[config.mk]
export PLATFORM = sky130hd
export DESIGN_NAME = arbitro_mux_quatro
export DESIGN_NICKNAME = d
export VERILOG_FILES = /design/src/rtl/arbitro_mux_quatro.sv
export SDC_FILE = /design/constraint.sdc
export NUM_CORES = 1
export LEC_CHECK = 0
export CAP_MARGIN = 20
export CORE_AREA = 2 2 40 42
export DETAILED_ROUTE_END_ITERATION = 10
export DIE_AREA = 0 0 42 44
export DONT_BUFFER_PORTS = 1
export MAX_ROUTING_LAYER = met4
export PLACE_DENSITY = 0.78
export SYNTH_ARGS = -nofsm -noshare
export SYNTH_HDL_FRONTEND = slang
export SYNTH_SLANG_ARGS = --single-unit
[constraint.sdc]
create_clock -name clock -period 2.05 [get_ports clock]
set_input_delay 0.3075 -clock clock [delete_from_list [all_inputs] [get_ports clock]]
set_output_delay 0.3075 -clock clock [all_outputs]
set_load 0.05 [all_outputs]
[src/rtl/arbitro_mux_quatro.sv]
// Round-robin arbiter for a shared 4:1 word mux. It grants A..D in bounded
// bursts and drives the mux selects; the data path itself is purely combinational.
module arbitro_mux_quatro #(
  parameter int LARGURA    = 4,
  parameter int RAJADA_MAX = 4
) (
  input  logic               clock,
  input  logic               reset,
  input  logic [3:0]         req,
  input  logic [LARGURA-1:0] inA,
  input  logic [LARGURA-1:0] inB,
  input  logic [LARGURA-1:0] inC,
  input  logic [LARGURA-1:0] inD,
  input  logic               pronto,
  output logic [3:0]         grant,
  output logic               chave0,
  output logic               chave1,
  output logic [LARGURA-1:0] outX,
  output logic               outValido
);

  localparam int CW = $clog2(RAJADA_MAX + 1);
  localparam logic [CW-1:0] ULTIMO = CW'(RAJADA_MAX - 1);

  typedef enum logic {OCIOSO, CONCEDIDO} estadoT;

  // FSM state is kept in this named signal so checkers can bind to it.
  estadoT        estado;
  logic [1:0]    ponteiro;
  logic [1:0]    dono;
  logic [CW-1:0] contagem;
  logic [1:0]    escolhido;
  logic [1:0]    candidato;
  logic          achou;

  // Handshake: a beat moves only in a cycle where outValido && pronto.
  // outValido depends on the owner's req in the same cycle, never on pronto.
  logic transfer;
  assign outValido = (estado == CONCEDIDO) && req[dono];
  assign transfer  = outValido && pronto;

  // First requester at or after the pointer, wrapping modulo 4.
  always_comb begin
    escolhido = ponteiro;
    candidato = ponteiro;
    achou     = 1'b0;
    for (int i = 0; i < 4; i++) begin
      candidato = ponteiro + 2'(i);
      if (!achou && req[candidato]) begin
        escolhido = candidato;
        achou     = 1'b1;
      end
    end
  end

  always_comb begin
    case ({chave1, chave0})
      2'd0:    outX = inA;
      2'd1:    outX = inB;
      2'd2:    outX = inC;
      default: outX = inD;
    endcase
  end

  always_ff @(posedge clock) begin
    if (reset) begin
      estado   <= OCIOSO;
      grant    <= 4'b0000;
      chave0   <= 1'b0;
      chave1   <= 1'b0;
      ponteiro <= 2'd0;
      dono     <= 2'd0;
      contagem <= '0;
    end else begin
      case (estado)
        OCIOSO: begin
          if (req != 4'b0000) begin
            dono     <= escolhido;
            grant    <= 4'b0001 << escolhido;
            chave0   <= escolhido[0];
            chave1   <= escolhido[1];
            contagem <= '0;
            estado   <= CONCEDIDO;
          end
        end
        CONCEDIDO: begin
          // Selects are left untouched on release so outX keeps the last owner.
          if (!req[dono] || (transfer && contagem == ULTIMO)) begin
            estado   <= OCIOSO;
            grant    <= 4'b0000;
            ponteiro <= dono + 2'd1;
            contagem <= '0;
          end else if (transfer) begin
            contagem <= contagem + CW'(1);
          end
        end
        default: estado <= OCIOSO;
      endcase
    end
  end

endmodule

==> results of run 1 <==
[cell usage after synthesis (all sizes together)]
cell type,count
nand3,3
a21boi,1
o31ai,3
dfxtp,12
or2b,1
o21ba,1
a21oi,5
a221o,1
mux4,1
nor2,11
mux2i,5
nor3,2
nand2,6
a222oi,4
o21a,2
nand3b,1
nand2b,4
o22ai,1
ha,6
nor4b,1
a22oi,1
nor2b,2
a211oi,2
o21ai,3
nor4,1
inv,12
clkbuf,2
[stage by stage]
step                hold WS (ns)  instances  instance area [sq um]  total power, W  setup WS, ns
global placement           0.376        112                    927        0.000550         0.336
finish                    0.0717        117                   1000        0.000765       -0.0399
floorplan                  0.445         94                    870        0.000499        0.0746
global route              0.0690        117                   1000        0.000793       -0.0924
detailed placement         0.376        112                    927        0.000555         0.311
CTS                       0.0660        116                    968        0.000751        0.0103
[final cells by class]
type / count / area [sq um]
inverter: 12 / 45.0
sequential: 12 / 248
tap: 16 / 20.0
fill: 106 / 415
clock buffer: 4 / 36.3
timing repair buffer: 5 / 62.6
multi-input combinational: 68 / 592
[worst max path at each step]
stage,start,end,slack (ns),cells past startpoint
finish,chave1,outX[0],-0.04,5
global route,chave1,outX[0],-0.09,5
CTS,chave1,outX[2],0.01,5
detailed placement,dono[0],outX[2],0.31,5
global placement,dono[0],outX[1],0.34,4
floorplan,chave1,outX[0],0.07,3
[critical path, stage by stage, from the launching register on]
cell	delay (ns)
dfxtp_4	0.40
inv_2	0.06
ha_4	0.17
a222oi_1	0.53
mux2i_4	0.15
buf_12	0.18
[sequential cells by signal, indices dropped and copies added, names as in the netlist]
| name | flops |
|---|---|
| grant | 4 |
| contagem | 3 |
| ponteiro | 2 |
| chave1 | 1 |
| dono | 1 |
| estado | 1 |
[metal layers]
layer  routed length (um)  track usage  vias up  share of wire
li1                     -            -      352              -
met1                  779        0.228      335           0.41
met2                  966        0.278       29           0.50
met3                  121       0.0750        7          0.063
met4                   48       0.0774        0          0.025
met5                    0            -        -              0
[kinds of logic after synthesis]
logic type	count (synthesis)
simple gates	32
mux	6
fa+ha+maj	6
flops	12
compound gates	24
buf+inv	14
[power by group through the flow]
| stage | Clock [W] | Combinational [W] | Sequential, W |
|---|---|---|---|
| 2_1_floorplan | 0 | 0.000196 | 0.000303 |
| 3_3_place_gp | 0 | 0.000258 | 0.000292 |
| 3_5_place_dp | 0 | 0.000262 | 0.000293 |
| 4_1_cts | 0.000201 | 0.000263 | 0.000287 |
| 5_1_grt | 0.000209 | 0.000292 | 0.000292 |
| 6_report | 0.000198 | 0.000278 | 0.000289 |
[timing repair]
action                                 in CTS  in global routing
setup buffers                               0                  1
hold buffers                                0                  0
gates cloned                                0                  0
resized for setup                           2                  7
pin swaps                                   1                  2
setup endpoints to repair                   2                  3
endpoints found under the hold margin       0                  0
==> out/qor.yml, run 1 <==
crit_fanout: 6
hold_path_end: "dono[0]"
ir_worst_vdd_mv: 0.463
io_pins: 34
yosysUniqueCellTypes: 31
skew_ns: 0.00311
clockRootBuffer: "clkbuf_4"
fin_crit_sh: 1.02
die_x_um: 42
syn_nets: 123
finalCriticalPeriod_ns: 2.09
min_path_cells: 1
gr-total-overflow: 0
yosys.area.top_type_share: 0.294
start_util: 0.576
fin_ws_ns: -0.0399
antenna_left: 0
rrSetupSlack_ns: 0.43
final_common_cell: "nor2_1"
p_comb_frac: 0.363
synth-seq-area-share: 0.294
drv_slew: 0
synth-compound-area-share: 0.236
synth_xor_area_frac: 0
core_area_sq_um: 1420
drv_cap: 0
hold_class: "in2reg"
area_growth_pct: 22.8
die_y_um: 44
required_ns: 1.74
rows: 14
p_sw_w: 0.000292
grt_usage: 0.188
final_nets: 131
fmax_ghz: 0.479
yosysTopAreaCell: "dfxtp_1"
cp-end-kind: "output port"
synthAdderAreaFrac: 0.0919
power.internal_w: 0.000473
hold_viol: 0
synth_top_family_by_area: "compound AO/OA/AOI/OAI gates"
wirelength_mm: 1.92
yosys-top-cells-area: "dfxtp_1, ha_1, mux2i_1"
violations: "setup timing"
r2r_cells: 5
wire_per_inst_um: 16.4
p_leak_nw: 0.402
final_core_util: 0.707
drtIter0Drc: 22
cts_max_level: 1
finalSetupViolCount: 1
cp.arrival_ns: 1.78
grt_pass1_wl_mm: 2.54
first_global_vias: 602
path_clk_slew_ns: 0.08
vias_per_cell: 6.18
slew_headroom: 0.630
cts_made_buffers: 3
synth_seq_cells: 12
diodes: 0
synth_area_sq_um: 817
clkSinkCount: 12
post-dp-hpwl_mm: 1.33
grt_max_degree: 14
layout-drive-gt1-share: 0.267
post-route-drc-count: 0
powerDensity_nw_per_um2: 762
yosys.area_share.simple: 0.213
gp_congestion: 0.767
routed-via-count: 723
status: "finished with violations"
p_sw_frac: 0.382
hold_start: "reset"
clock_latency_ns: 0.28
crit-reg2reg-launch: "dono[0]"
seqPwrFrac: 0.378
synth_mux_area_frac: 0.0888
cts_tree: "yes"
syn_inst: 94
rr_endpoint: "ponteiro[1]"
worst_slew_pin_slew_ns: 0.555
yosysWarnings: 0
crit_path_start_kind: "flop"
clkPwrFrac: 0.259
antenna_found_initial: 0
numPortBuffers: 0
drtPass1Iterations: 5
worstSetupPathType: "reg2out"
syn_avg_cell_area_sq_um: 8.69
dieArea_sq_um: 1850
clock_path_buffers: 2
setup-tns-final_ns: -0.0399
layout_common_cells: "nor2_1, inv_1, dfxtp_1"
No activity file was read; power rests on OpenSTA's default activity.
==> inputs of run 2 (changes only) <==
- CORE_AREA: 2 2 40 42 -> 2 2 42 44
- DIE_AREA: 0 0 42 44 -> 0 0 44 46
- PLACE_DENSITY: 0.78 -> 0.74
- TNS_END_PERCENT: unset -> 20
- clock period: 2.05 -> 1.7 ns (I/O delays scaled with it)
==> run 2 against run 1 <==
Compared with the run above:
- the run still ends with setup timing left
- non-clock buffer count up 9
- global-route usage up 2.5 points
- final area up 15%
- sequential share of layout area down 3.2 points
- clock power up 13%
- clock skew down 0.0024 ns
- total power up 30%
- setup slack worse by 0.19 ns
- die area up 9.5%
- critical path depth down 1
- sequential power up 21%
- combinational power up 51%
- largest cell class unchanged
==> out/qor.yml, run 2 (synthesis gave the netlist of run 1 again) <==
status: "finished with violations"  # unchanged
violations: "setup timing"  # unchanged
vias_per_cell: 5.85  # was 6.18
wirelength_mm: 1.93  # was 1.92 mm
skew_ns: 0.000703  # was 0.00311 ns
drv_slew: 0  # unchanged
wl_met2_mm: 1.07  # was 966 um
post-dp-hpwl_mm: 1.46  # was 1.33 mm
grt_pass1_wl_mm: 3.08  # was 2.54 mm
post-route-drc-count: 0  # unchanged
seq_area_sq_um: 248  # unchanged
die_x_um: 44  # was 42 um
gr-total-overflow: 0  # unchanged
path_clk_slew_ns: 0.07  # was 0.08 ns
finalSetupViolCount: 7  # was 1
critical-path-top-delay-family: "multiplexers"  # was compound AO/OA/AOI/OAI gates
crit_fanout: 4  # was 6
clkPwrFrac: 0.225  # was 0.259
post-route-cell-area_sq_um: 1150  # was 1000 sq um
fmax_ghz: 0.518
cp.arrival_ns: 1.68  # was 1.78 ns
total_power_w: 0.000993  # was 0.000765 W
hold_viol: 0  # unchanged
hold_start: "reset"  # unchanged
setup-tns-final_ns: -0.929  # was -0.0399 ns
layout-drive-gt1-share: 0.364  # was 0.267
p_sw_w: 0.000360  # was 0.000292 W
numPortBuffers: 0  # unchanged
crit-reg2reg-launch: "dono[0]"  # unchanged
hold_class: "in2reg"  # unchanged
cp_num_buf_inv: 2  # unchanged
crit_path_start_kind: "flop"  # unchanged
io_pins: 34  # unchanged
layout_common_cells: "nor2_1, dfxtp_1, inv_1"  # was nor2_1, inv_1, dfxtp_1
cp_cell_sequence: "buf_6 > mux4_2 > nand2_4 > clkinvlp_4"  # was inv_2 > ha_4 > a222oi_1 > mux2i_4 > buf_12
rrSetupSlack_ns: -0.06  # was 0.43 ns
r2r_cells: 6  # was 5
min_path_cells: 1  # unchanged
hold_path_end: "dono[0]"  # unchanged
clock_path_buffers: 2  # unchanged
cts_made_buffers: 3  # unchanged
cp-end-kind: "output port"  # unchanged
dieArea_sq_um: 2020  # was 1850 sq um
cts_tree: "yes"  # unchanged
die_y_um: 46  # was 44 um
cts_max_level: 1  # unchanged
p_leak_nw: 0.457  # was 0.402 nW
p_sw_frac: 0.363  # was 0.382
antenna_left: 0  # unchanged
final_nets: 140  # was 131
drtIter0Drc: 42  # was 22
worst_slew_pin_slew_ns: 0.533  # was 0.555 ns
antenna_found_initial: 0  # unchanged
holdBufCountCts: 0  # unchanged
area_growth_pct: 40.9  # was 22.8%
multiInputGateArea_sq_um: 617  # was 592 sq um
clockRootBuffer: "clkbuf_4"  # unchanged
power.internal_w: 0.000633  # was 0.000473 W
rr_endpoint: "ponteiro[1]"  # unchanged
fin_crit_sh: 1.14
cpMaxStageDelayCell: "mux4_2"  # was a222oi_1
powerDensity_nw_per_um2: 862  # was 762 nW/um^2
drv_cap: 0  # unchanged
drtPass1Iterations: 5  # unchanged
clock_latency_ns: 0.27  # was 0.28 ns
rows: 15  # was 14
max_stage_delay_ns: 0.55  # was 0.53 ns
final_common_cell: "nor2_1"  # unchanged
largest_reg_flops: 4  # unchanged
dpl_cell_area_sq_um: 1010  # was 927 sq um
required_ns: 1.44  # was 1.74 ns
fin_ws_ns: -0.232  # was -0.0399 ns
instances_no_fill: 127  # was 117
highest_layer: "met4"  # unchanged
nFillCells: 115  # was 106
dp.cells: 118  # was 112
start_util: 0.506  # was 0.576
rsz0062_at_grt: "true"
seqPwrFrac: 0.352  # was 0.378
worstSetupPathType: "reg2out"  # unchanged
core_area_sq_um: 1610  # was 1420 sq um
wire_per_inst_um: 15.2  # was 16.4 um
ir_worst_vdd_mv: 0.499  # was 0.463 mV
diodes: 0  # unchanged
regMostFlops: "grant"  # unchanged
grt_usage: 0.213  # was 0.188
reg_top3: "grant (4), contagem (3), ponteiro (2)"  # unchanged
clkSinkCount: 12  # unchanged
gp_congestion: 0.840  # was 0.767
final_core_util: 0.713  # was 0.707
p_comb_frac: 0.423  # was 0.363
wl_met1_um: 756  # was 779 um
routed-via-count: 743  # was 723
finalCriticalPeriod_ns: 1.93
wl_met3_um: 87  # was 121 um
slew_headroom: 0.644  # was 0.630
grt_max_degree: 14  # unchanged
first_global_vias: 718  # was 602
==> run 2: cell count changes in the layout (fill, tap and decap cells not counted), sizes merged <==
cell and delta:
inv -1, buf +9, clkinvlp +1
==> run 2: worst max-delay path by stage <==
stage               startpoint   endpoint  slack, ns  cells after the start
detailed placement     dono[0]    outX[1]      0.008                      5
finish                 dono[0]  outValido      -0.23                      4
global placement       dono[0]    outX[1]       0.04                      5
global route           dono[0]    outX[1]      -0.29                      5
CTS                    dono[0]  outValido      -0.20                      4
floorplan              dono[0]    outX[1]       0.02                      4
==> run 2: what timing repair did <==
action / CTS / global route
setup endpoints to repair: 5 / 11
pin swaps: 6 / 1
buffers inserted: 5 / 0
resized for setup: 13 / 4
==> run 2: through the flow <==
stage | setup slack, ns | hold WS (ns)
floorplan | 0.0184 | 0.429
global placement | 0.0351 | 0.320
detailed placement | 0.00838 | 0.321
CTS | -0.200 | 0.0279
global route | -0.289 | 0.0302
finish | -0.232 | 0.0406
==> run 2: layout make-up <==
| cell class | count | share of cell area |
|---|---|---|
| Multi-Input combinational cell | 68 | 0.536 |
| Timing Repair Buffer | 14 | 0.152 |
| Inverter | 12 | 0.0467 |
| Sequential cell | 12 | 0.215 |
| Tap cell | 17 | 0.0185 |
| Clock buffer | 4 | 0.0315 |
==> run 2: power groups by stage <==
stage	Combinational [W]	Clock, W	Sequential (W)
floorplan	0.000237	0	0.000365
global placement	0.000364	0	0.000351
detailed placement	0.000375	0	0.000353
CTS	0.000411	0.000234	0.000348
global route	0.000446	0.000242	0.000353
finish	0.000420	0.000223	0.000350
==> run 2: layer usage <==
layer | up-vias | global-route usage
met1 | 345 | 0.241
met3 | 4 | 0.0357
met5 | - | -
met2 | 24 | 0.379
li1 | 370 | -
met4 | 0 | 0.0727
==> inputs of run 3 (changes only) <==
- SETUP_SLACK_MARGIN: unset -> 0.3
==> run 3 against run 2 <==
Compared with the run above:
- critical path type unchanged
- global-route usage is 2.0 points lower
- largest cell class unchanged
- clock power is 4% higher
- clock skew is 0.0011 ns higher
- sequential power hardly changed
- final cell count is 4.7% lower
- final area is 7.0% lower
- setup slack better by 0.027 ns
- non-clock buffer count is 6 lower
- the run still ends with setup timing left
==> out/qor.yml, run 3 (synthesis gave the netlist of run 1 again) <==
gp_congestion: 0.825  # was 0.840
gr-total-overflow: 0  # unchanged
clock_path_buffers: 2  # unchanged
fin_ws_ns: -0.205  # was -0.232 ns
rows: 15  # unchanged
routed-via-count: 739  # was 743
first_global_vias: 667  # was 718
powerDensity_nw_per_um2: 896  # was 862 nW/um^2
r2r_cells: 4  # was 6
finalSetupViolCount: 5  # was 7
crit_path_start_kind: "flop"  # unchanged
clockRootBuffer: "clkbuf_4"  # unchanged
nFillCells: 130  # was 115
wirelength_mm: 1.80  # was 1.93 mm
grt_usage: 0.193  # was 0.213
drv_cap: 0  # unchanged
holdBufCountCts: 0  # unchanged
drv_slew: 0  # unchanged
rsz0062_at_grt: "true"  # unchanged
crit_fanout: 5  # was 4
worst_slew_pin_slew_ns: 0.526  # was 0.533 ns
required_ns: 1.44  # about the same
largest_reg_flops: 4  # unchanged
diodes: 0  # unchanged
clock_latency_ns: 0.28  # was 0.27 ns
layout-drive-gt1-share: 0.346  # was 0.364
path_clk_slew_ns: 0.08  # was 0.07 ns
slew_headroom: 0.647  # was 0.644
start_util: 0.506  # unchanged
min_path_cells: 1  # unchanged
rr_endpoint: "ponteiro[1]"  # unchanged
drtPass1Iterations: 7  # was 5
area_growth_pct: 31.1  # was 40.9%
post-dp-hpwl_mm: 1.38  # was 1.46 mm
crit-reg2reg-launch: "dono[0]"  # unchanged
post-route-drc-count: 0  # unchanged
violations: "setup timing"  # unchanged
final_nets: 134  # was 140
grt_pass1_wl_mm: 2.76  # was 3.08 mm
pre_cts_ws_ns: 0.0636  # was 0.00838 ns
drtIter0Drc: 29  # was 42
status: "finished with violations"  # unchanged
multiInputGateArea_sq_um: 607  # was 617 sq um
p_leak_nw: 0.432  # was 0.457 nW
die_x_um: 44  # unchanged
hold_start: "reset"  # unchanged
reg_top3: "grant (4), contagem (3), ponteiro (2)"  # unchanged
antenna_left: 0  # unchanged
cp-end-kind: "output port"  # unchanged
fin_crit_sh: 1.12  # was 1.14
antenna_found_initial: 0  # unchanged
holdWs_ns: 0.0320  # was 0.0406 ns
die_y_um: 46  # unchanged
fmax_ghz: 0.525  # was 0.518 GHz
regMostFlops: "grant"  # unchanged
layout_common_cells: "nor2_1, inv_1, dfxtp_1"  # was nor2_1, dfxtp_1, inv_1
numPortBuffers: 0  # unchanged
hold_path_end: "dono[0]"  # unchanged
cts_max_level: 1  # unchanged
dieArea_sq_um: 2020  # unchanged
grt_max_degree: 14  # unchanged
ir_worst_vdd_mv: 0.481  # was 0.499 mV
seq_area_sq_um: 249  # was 248 sq um
cts_made_buffers: 3  # unchanged
cts_tree: "yes"  # unchanged
core_area_sq_um: 1610  # unchanged
rrSetupSlack_ns: 0.16  # was -0.06 ns
cp.arrival_ns: 1.65  # was 1.68 ns
setup-tns-final_ns: -0.893  # was -0.929 ns
finalCriticalPeriod_ns: 1.90  # was 1.93 ns
skew_ns: 0.00178  # was 0.000703 ns
wire_per_inst_um: 14.9  # was 15.2 um
final_common_cell: "nor2_1"  # unchanged
hold_viol: 0  # unchanged
clkSinkCount: 12  # unchanged
hold_class: "in2reg"  # unchanged
worstSetupPathType: "reg2out"  # unchanged
io_pins: 34  # unchanged
vias_per_cell: 6.11  # was 5.85
[run 3: cell types whose count changed in the layout (fill, tap and decap cells not counted), moves of 2 or more]
| cell | delta |
|---|---|
| nand2_2 | +3 |
| buf_6 | -2 |
| ha_4 | -2 |
| nand2_1 | -2 |
| buf_4 | -3 |
[run 3: what timing repair did]
action / in CTS / in global routing
gates resized for setup: 4 / 5
buffers inserted: 1 / 0
setup endpoints to repair: 13 / 15
pin swaps: 9 / 5
[run 3: final cells by class]
cell class              instances  share of cell area
repair buffers                  8               0.103
inverters                      12              0.0444
flip-flops and latches         12               0.232
well taps                      17              0.0199
multi-input cells              68               0.567
clock buffers                   4              0.0339
[run 3: metal layers]
layer,global-route usage,up-vias,share of wire
met2,0.326,34,0.52
met4,0.0909,0,0.015
met5,-,-,0
li1,-,357,-
met3,0.0397,5,0.074
met1,0.217,343,0.39
[run 3: through the flow]
stage,total power [W],cell area (sq um),instances,utilization
after detailed placement,0.000716,998,116,0.619
after floorplan,0.000608,896,94,-
final,0.000959,1070,121,0.664
after global placement,0.000709,998,116,0.619
after CTS,0.000957,1050,121,0.651
after global routing,0.00101,1070,121,0.664
[run 3: critical path: stages, from the launching register on]
cell and delay [ns]:
dfxtp_4 0.39, inv_4 0.05, ha_4 0.16, a222oi_1 0.46, mux2i_4 0.13, buf_12 0.17
[run 3: how the worst max path moves through the flow]
stage | startpoint | endpoint | slack [ns]
final | dono[0] | outX[1] | -0.20
after global routing | dono[0] | outX[1] | -0.30
after CTS | dono[0] | outX[1] | -0.23
after detailed placement | dono[0] | outX[1] | 0.06
after global placement | dono[0] | outX[1] | 0.09
after floorplan | chave1 | outX[0] | 0.08
[run 3: power breakdown]
part | total [W] | switching, W | internal (W)
sequential | 0.000347 | 0.0000455 | 0.000302
clock | 0.000231 | 0.000100 | 0.000130
combinational | 0.000381 | 0.000206 | 0.000175
total | 0.000959 | 0.000352 | 0.000607
==> variant 1: new RTL, flow settings as in run 3 <==
Set the parameter `LARGURA` to 2 (it was 4).
--- a/src/rtl/arbitro_mux_quatro.sv
+++ b/src/rtl/arbitro_mux_quatro.sv
@@ -1,7 +1,7 @@
 // Round-robin arbiter for a shared 4:1 word mux. It grants A..D in bounded
 // bursts and drives the mux selects; the data path itself is purely combinational.
 module arbitro_mux_quatro #(
-  parameter int LARGURA    = 4,
+  parameter int LARGURA    = 2,
   parameter int RAJADA_MAX = 4
 ) (
   input  logic               clock,
Ports: changed (5 resized); port bits go from 34 to 24. The function was not compared with the original's and may differ.
==> variant 1 against run 3 <==
  * The flow still finishes with violations (setup timing)
  * Combinational power is 32% lower
  * Power fell by 13%
  * Sequential cell count unchanged
  * Maximum frequency rose by 1.9%
  * Routed wire length down 2.9%
  * Worst setup slack improved by 0.036 ns
  * Design area fell by 11%
  * Utilization down 7.4 points
  * Largest power group is now sequential cells
  * Via count is 8.8% lower
  * Synthesized area down 6.3%
==> variant 1: results (changes against run 3) <==
| Metric | Value |
|---|---|
| Flop2flop setup slack | 0.04 ns (was 0.16 ns) |
| Final WS setup | -0.168 ns (was -0.205 ns) |
| Buffer share of cell area | 3.15% (was 10.3%) |
| Routed wl met2 | 938 um (was 940 um) |
| WL met3 | 99 um (was 133 um) |
| Status | complete, but fails checks (unchanged) |
| Inverter count | 10 (was 12) |
| Met1 Use GR | 21.2% (was 21.7%) |
| LEAKAGE | 0.358 nW (was 0.432 nW) |
| DR iter-0 viols | 10 (was 29) |
| Critical Path AT | 1.61 ns (was 1.65 ns) |
| M2 GR Usage | 30.9% (was 32.6%) |
| Routed length on met1 | 671 um (was 702 um) |
| Vias | 674 (was 739) |
| GRT Util Overall | 20.1% (was 19.3%) |
| Fraction of layout cells with a size suffix above 1 | 33.0% (was 34.6%) |
| Layout Skew | 0.00235 ns (was 0.00178 ns) |
| Filler instances | 146 (was 130) |
| First-pass GRT wire length | 2.86 mm (was 2.76 mm) |
| Post-synthesis compound-gate area fraction | 22.5% (was 23.6%) |
| Mapped Nets | 108 (was 123) |
| Synth unique cells | 30 (was 31) |
| Violated checks | setup timing (unchanged) |
| Area of the multi-input gates | 569 sq um (was 607 sq um) |
| Setup violations, final | 3 (was 5) |
| Measured slew at the worst slew-check pin | 0.529 ns (was 0.526 ns) |
| Peak supply drop | 0.618 mV (was 0.481 mV) |
| Seq/Total Area, Yosys | 31.4% (was 29.4%) |
| DP Area | 841 sq um (was 998 sq um) |
| Vias in the first global route | 675 (was 667) |
| Met3 usage | 9.52% (was 3.97%) |
| RR Endpoint | ponteiro[0] (was ponteiro[1]) |
| Synth top area cells | dfxtp_1, ha_1, nor2_1 (was dfxtp_1, ha_1, mux2i_1) |
| Buf+Inv Stages, Crit Path | 1 (was 2) |
| Finished Core Util | 59.0% (was 66.4%) |
| Hold WS | 0.0333 ns (was 0.0320 ns) |
| Total Nets Final | 116 (was 134) |
==> variant 1: changes by cell type in the layout (fill, tap and decap cells not counted), moves of 2 or more <==
cell             run 3  this run
buf_12               4         0
inv_1               10         7
a222oi_1             4         2
ha_2                 2         0
ha_4                 1         3
mux2i_4              4         2
==> variant 1: metrics by stage <==
stage | TNS [ns] | instances | power, mW
2_1_floorplan | 0 | 87 | 0.545
3_3_place_gp | 0 | 105 | 0.567
3_5_place_dp | 0 | 105 | 0.575
4_1_cts | -0.417 | 110 | 0.822
5_1_grt | -0.599 | 111 | 0.889
6_report | -0.428 | 111 | 0.838
==> variant 1: power by group <==
part	internal [mW]	switching, mW	total (mW)
Clock	0.130	0.0969	0.227
Combinational	0.104	0.154	0.259
Sequential	0.302	0.0502	0.352
Total	0.536	0.301	0.838
==> variant 1: what timing repair did <==
action | 4_1_cts | 5_1_grt
pin swaps | 7 | 4
setup endpoints to repair | 11 | 15
setup buffers | 1 | 1
gates resized for setup | 7 | 6
==> variant 2: new RTL, settings of run 3 <==
Made on the original files. Reset style: asynchronous (`reset`), changed in one clocked block.
--- a/src/rtl/arbitro_mux_quatro.sv
+++ b/src/rtl/arbitro_mux_quatro.sv
@@ -62,7 +62,7 @@
     endcase
   end
 
-  always_ff @(posedge clock) begin
+  always_ff @(posedge clock or posedge reset) begin
     if (reset) begin
       estado   <= OCIOSO;
       grant    <= 4'b0000;
Behaviour: differs if reset is asserted again (counterexample within 4 cycles, from zero or initial values and one cycle with reset high); with reset held inactive, the same outputs for 10 cycles.
==> variant 2 against run 3 <==
  * The run still ends with setup timing left
  * Design area up 7.1%
  * Sequential cell count unchanged
  * Cell count fell by 5.8%
  * Utilization up 4.7 points
  * Synthesized area shrank 2.1%
  * Synthesized cell count fell by 17%
  * Routed wire length up 7.8%
  * Worst setup slack got worse by 0.11 ns
  * Critical endpoint unchanged
Power is not compared: it rests on default switching activity, and its combinational part moved more than twofold at a synthesized area within 25%.
==> variant 2: results (changes against run 3) <==
| Metric | Value |
|---|---|
| Status | complete, but fails checks (unchanged) |
| Violated checks | setup timing (unchanged) |
| DR iter-0 viols | 21 (was 29) |
| Initial antenna violation count | 0 (unchanged) |
| Critical Path AT | 1.76 ns (was 1.65 ns) |
| Syn Inst Count | 78 (was 94) |
| Final WS setup | -0.319 ns (was -0.205 ns) |
| Seq/Total Area, Yosys | 37.6% (was 29.4%) |
| Measured slew at the worst slew-check pin | 0.528 ns (was 0.526 ns) |
| Placed Cells incl. Taps | 103 (was 116) |
| Warnings from Yosys | 0 (unchanged) |
| Setup crit start | chave1 (was dono[0]) |
| Post-synth top cells | dfrtp_1, inv_1, ha_1, mux2_2 (was dfxtp_1, inv_1, nor2_1) |
| Synth async-reset ratio | 100% (was 0%) |
| Vias in the first global route | 707 (was 667) |
| Post-Synth XOR/XNOR Area | 0% (unchanged) |
| Proportion of synthesized area in mux cells | 16.3% (was 8.88%) |
| Slowest CP cell | a222oi_1 (unchanged) |
| Clock buffer count from CTS | 3 (unchanged) |
| N_diodes | 0 (unchanged) |
| GRT Util Overall | 21.1% (was 19.3%) |
| Adder-Cell Fraction of Synth Area | 9.39% (was 9.19%) |
| Setup violations, final | 14 (was 5) |
| HP Start | pronto (was reset) |
| Crit path max fanout | 4 (was 5) |
| Top Registers | grant (4), contagem (3), ponteiro (2) (unchanged) |
| Post-synth EDFFs | 0 (unchanged) |
| Fraction of layout cells with a size suffix above 1 | 44.3% (was 34.6%) |
| HP Class | primary input to flop (unchanged) |
| Synth unique cells | 30 (was 31) |
| Synth top area cells | dfrtp_1, ha_1, mux2_2 (was dfxtp_1, ha_1, mux2i_1) |
| Routability cong. | 0.851 (was 0.825) |
| CTS max path bufs | 2 (unchanged) |
| Slowest stage delay, CP | 0.50 ns (was 0.46 ns) |
| Peak supply drop | 1.44 mV |
| Vias | 715 (was 739) |
| Layout Skew | 0.0110 ns (was 0.00178 ns) |
| Via density | 6.27 (was 6.11) |
| Post-Route WL | 1.95 mm (was 1.80 mm) |
| Total Nets Final | 127 (was 134) |
| Post-synthesis compound-gate area fraction | 19.9% (was 23.6%) |
| Drt first pass iters | 5 (was 7) |
| RR Startpoint | dono[0] (unchanged) |
| CTS clk-pin slew, worst paths | 0.08 ns (about the same) |
| First-pass GRT wire length | 2.95 mm (was 2.76 mm) |
| Largest net degree at the start of global routing | 13 (was 14) |
| Clk_lat worst skew | 0.28 ns (about the same) |
| Mapped Nets | 107 (was 123) |
| DP Wirelength | 1.40 mm (was 1.38 mm) |
variant 2: cell count changes in the layout (fill, tap and decap cells not counted), moves of 3 or more:
cell / before / now
mux2_2: 0 / 6
nor2_1: 11 / 4
buf_4: 4 / 10
o21ai_1: 3 / 0
nand2b_1: 4 / 1
a21oi_1: 4 / 1
o31ai_1: 3 / 0
dfxtp_1: 9 / 0
o21ai_0: 0 / 4
dfrtp_1: 0 / 10
variant 2: power by group:
part	internal [mW]	switching, mW
Sequential	0.417	0.319
Combinational	0.900	0.941
Clock	0.130	0.0968
Total	1.45	1.36
variant 2: per-stage QoR:
step	setup WS, ns	setup TNS (ns)	cell area [sq um]	hold WS [ns]	power (mW)
floorplan	-0.304	-0.958	853	0.120	1.77
global placement	-0.0267	-0.0531	987	0.163	2.27
detailed placement	-0.0922	-0.366	987	0.175	2.32
CTS	-0.281	-1.68	1110	0.288	2.72
global route	-0.374	-3.04	1150	0.272	2.94
finish	-0.319	-2.23	1150	0.279	2.80
variant 2: what timing repair did:
| item | 4_1_cts | 5_1_grt |
|---|---|---|
| buffers inserted | 3 | 3 |
| pin swaps | 4 | 2 |
| gates cloned | 0 | 0 |
| resized for setup | 15 | 3 |
| hold buffers | 1 | 0 |
| endpoints found under the hold margin | 12 | 0 |
| endpoints found under the setup margin | 15 | 17 |
variant 2: cell families after synthesis:
kind of cell / after synthesis
mux: 11
buf+inv: 11
fa+ha+maj: 6
simple gates: 18
flops: 12
compound gates: 20
variant 2: final cells by class:
cell class / instances / area, sq um
clock buffers: 4 / 36.3
repair buffers: 16 / 176
fillers: 111 / 467
multi-input cells: 55 / 571
inverters: 10 / 40.0
well taps: 17 / 21.3
flip-flops and latches: 12 / 303
variant 2: metal layers:
| metal | vias to the layer above | GRT usage, % | wire, um |
|---|---|---|---|
| li1 | 333 | - | - |
| met1 | 336 | 21.7 | 690 |
| met2 | 40 | 39.1 | 1070 |
| met3 | 6 | 3.17 | 152 |
| met4 | 0 | 10.3 | 34 |
| met5 | - | - | 0 |
variant 2: path summary, 6_finish.rpt:
check	to	slack, ns	depth (start not counted)
min in group asynchronous	grant[2]	0.41	2
worst min register to register	contagem[2]	0.52	1
max in group asynchronous	dono[0]	0.96	2
worst max-delay path	outX[1]	-0.32	5
worst max register to register	ponteiro[1]	-0.17	5
worst min-delay path	contagem[0]	0.28	2
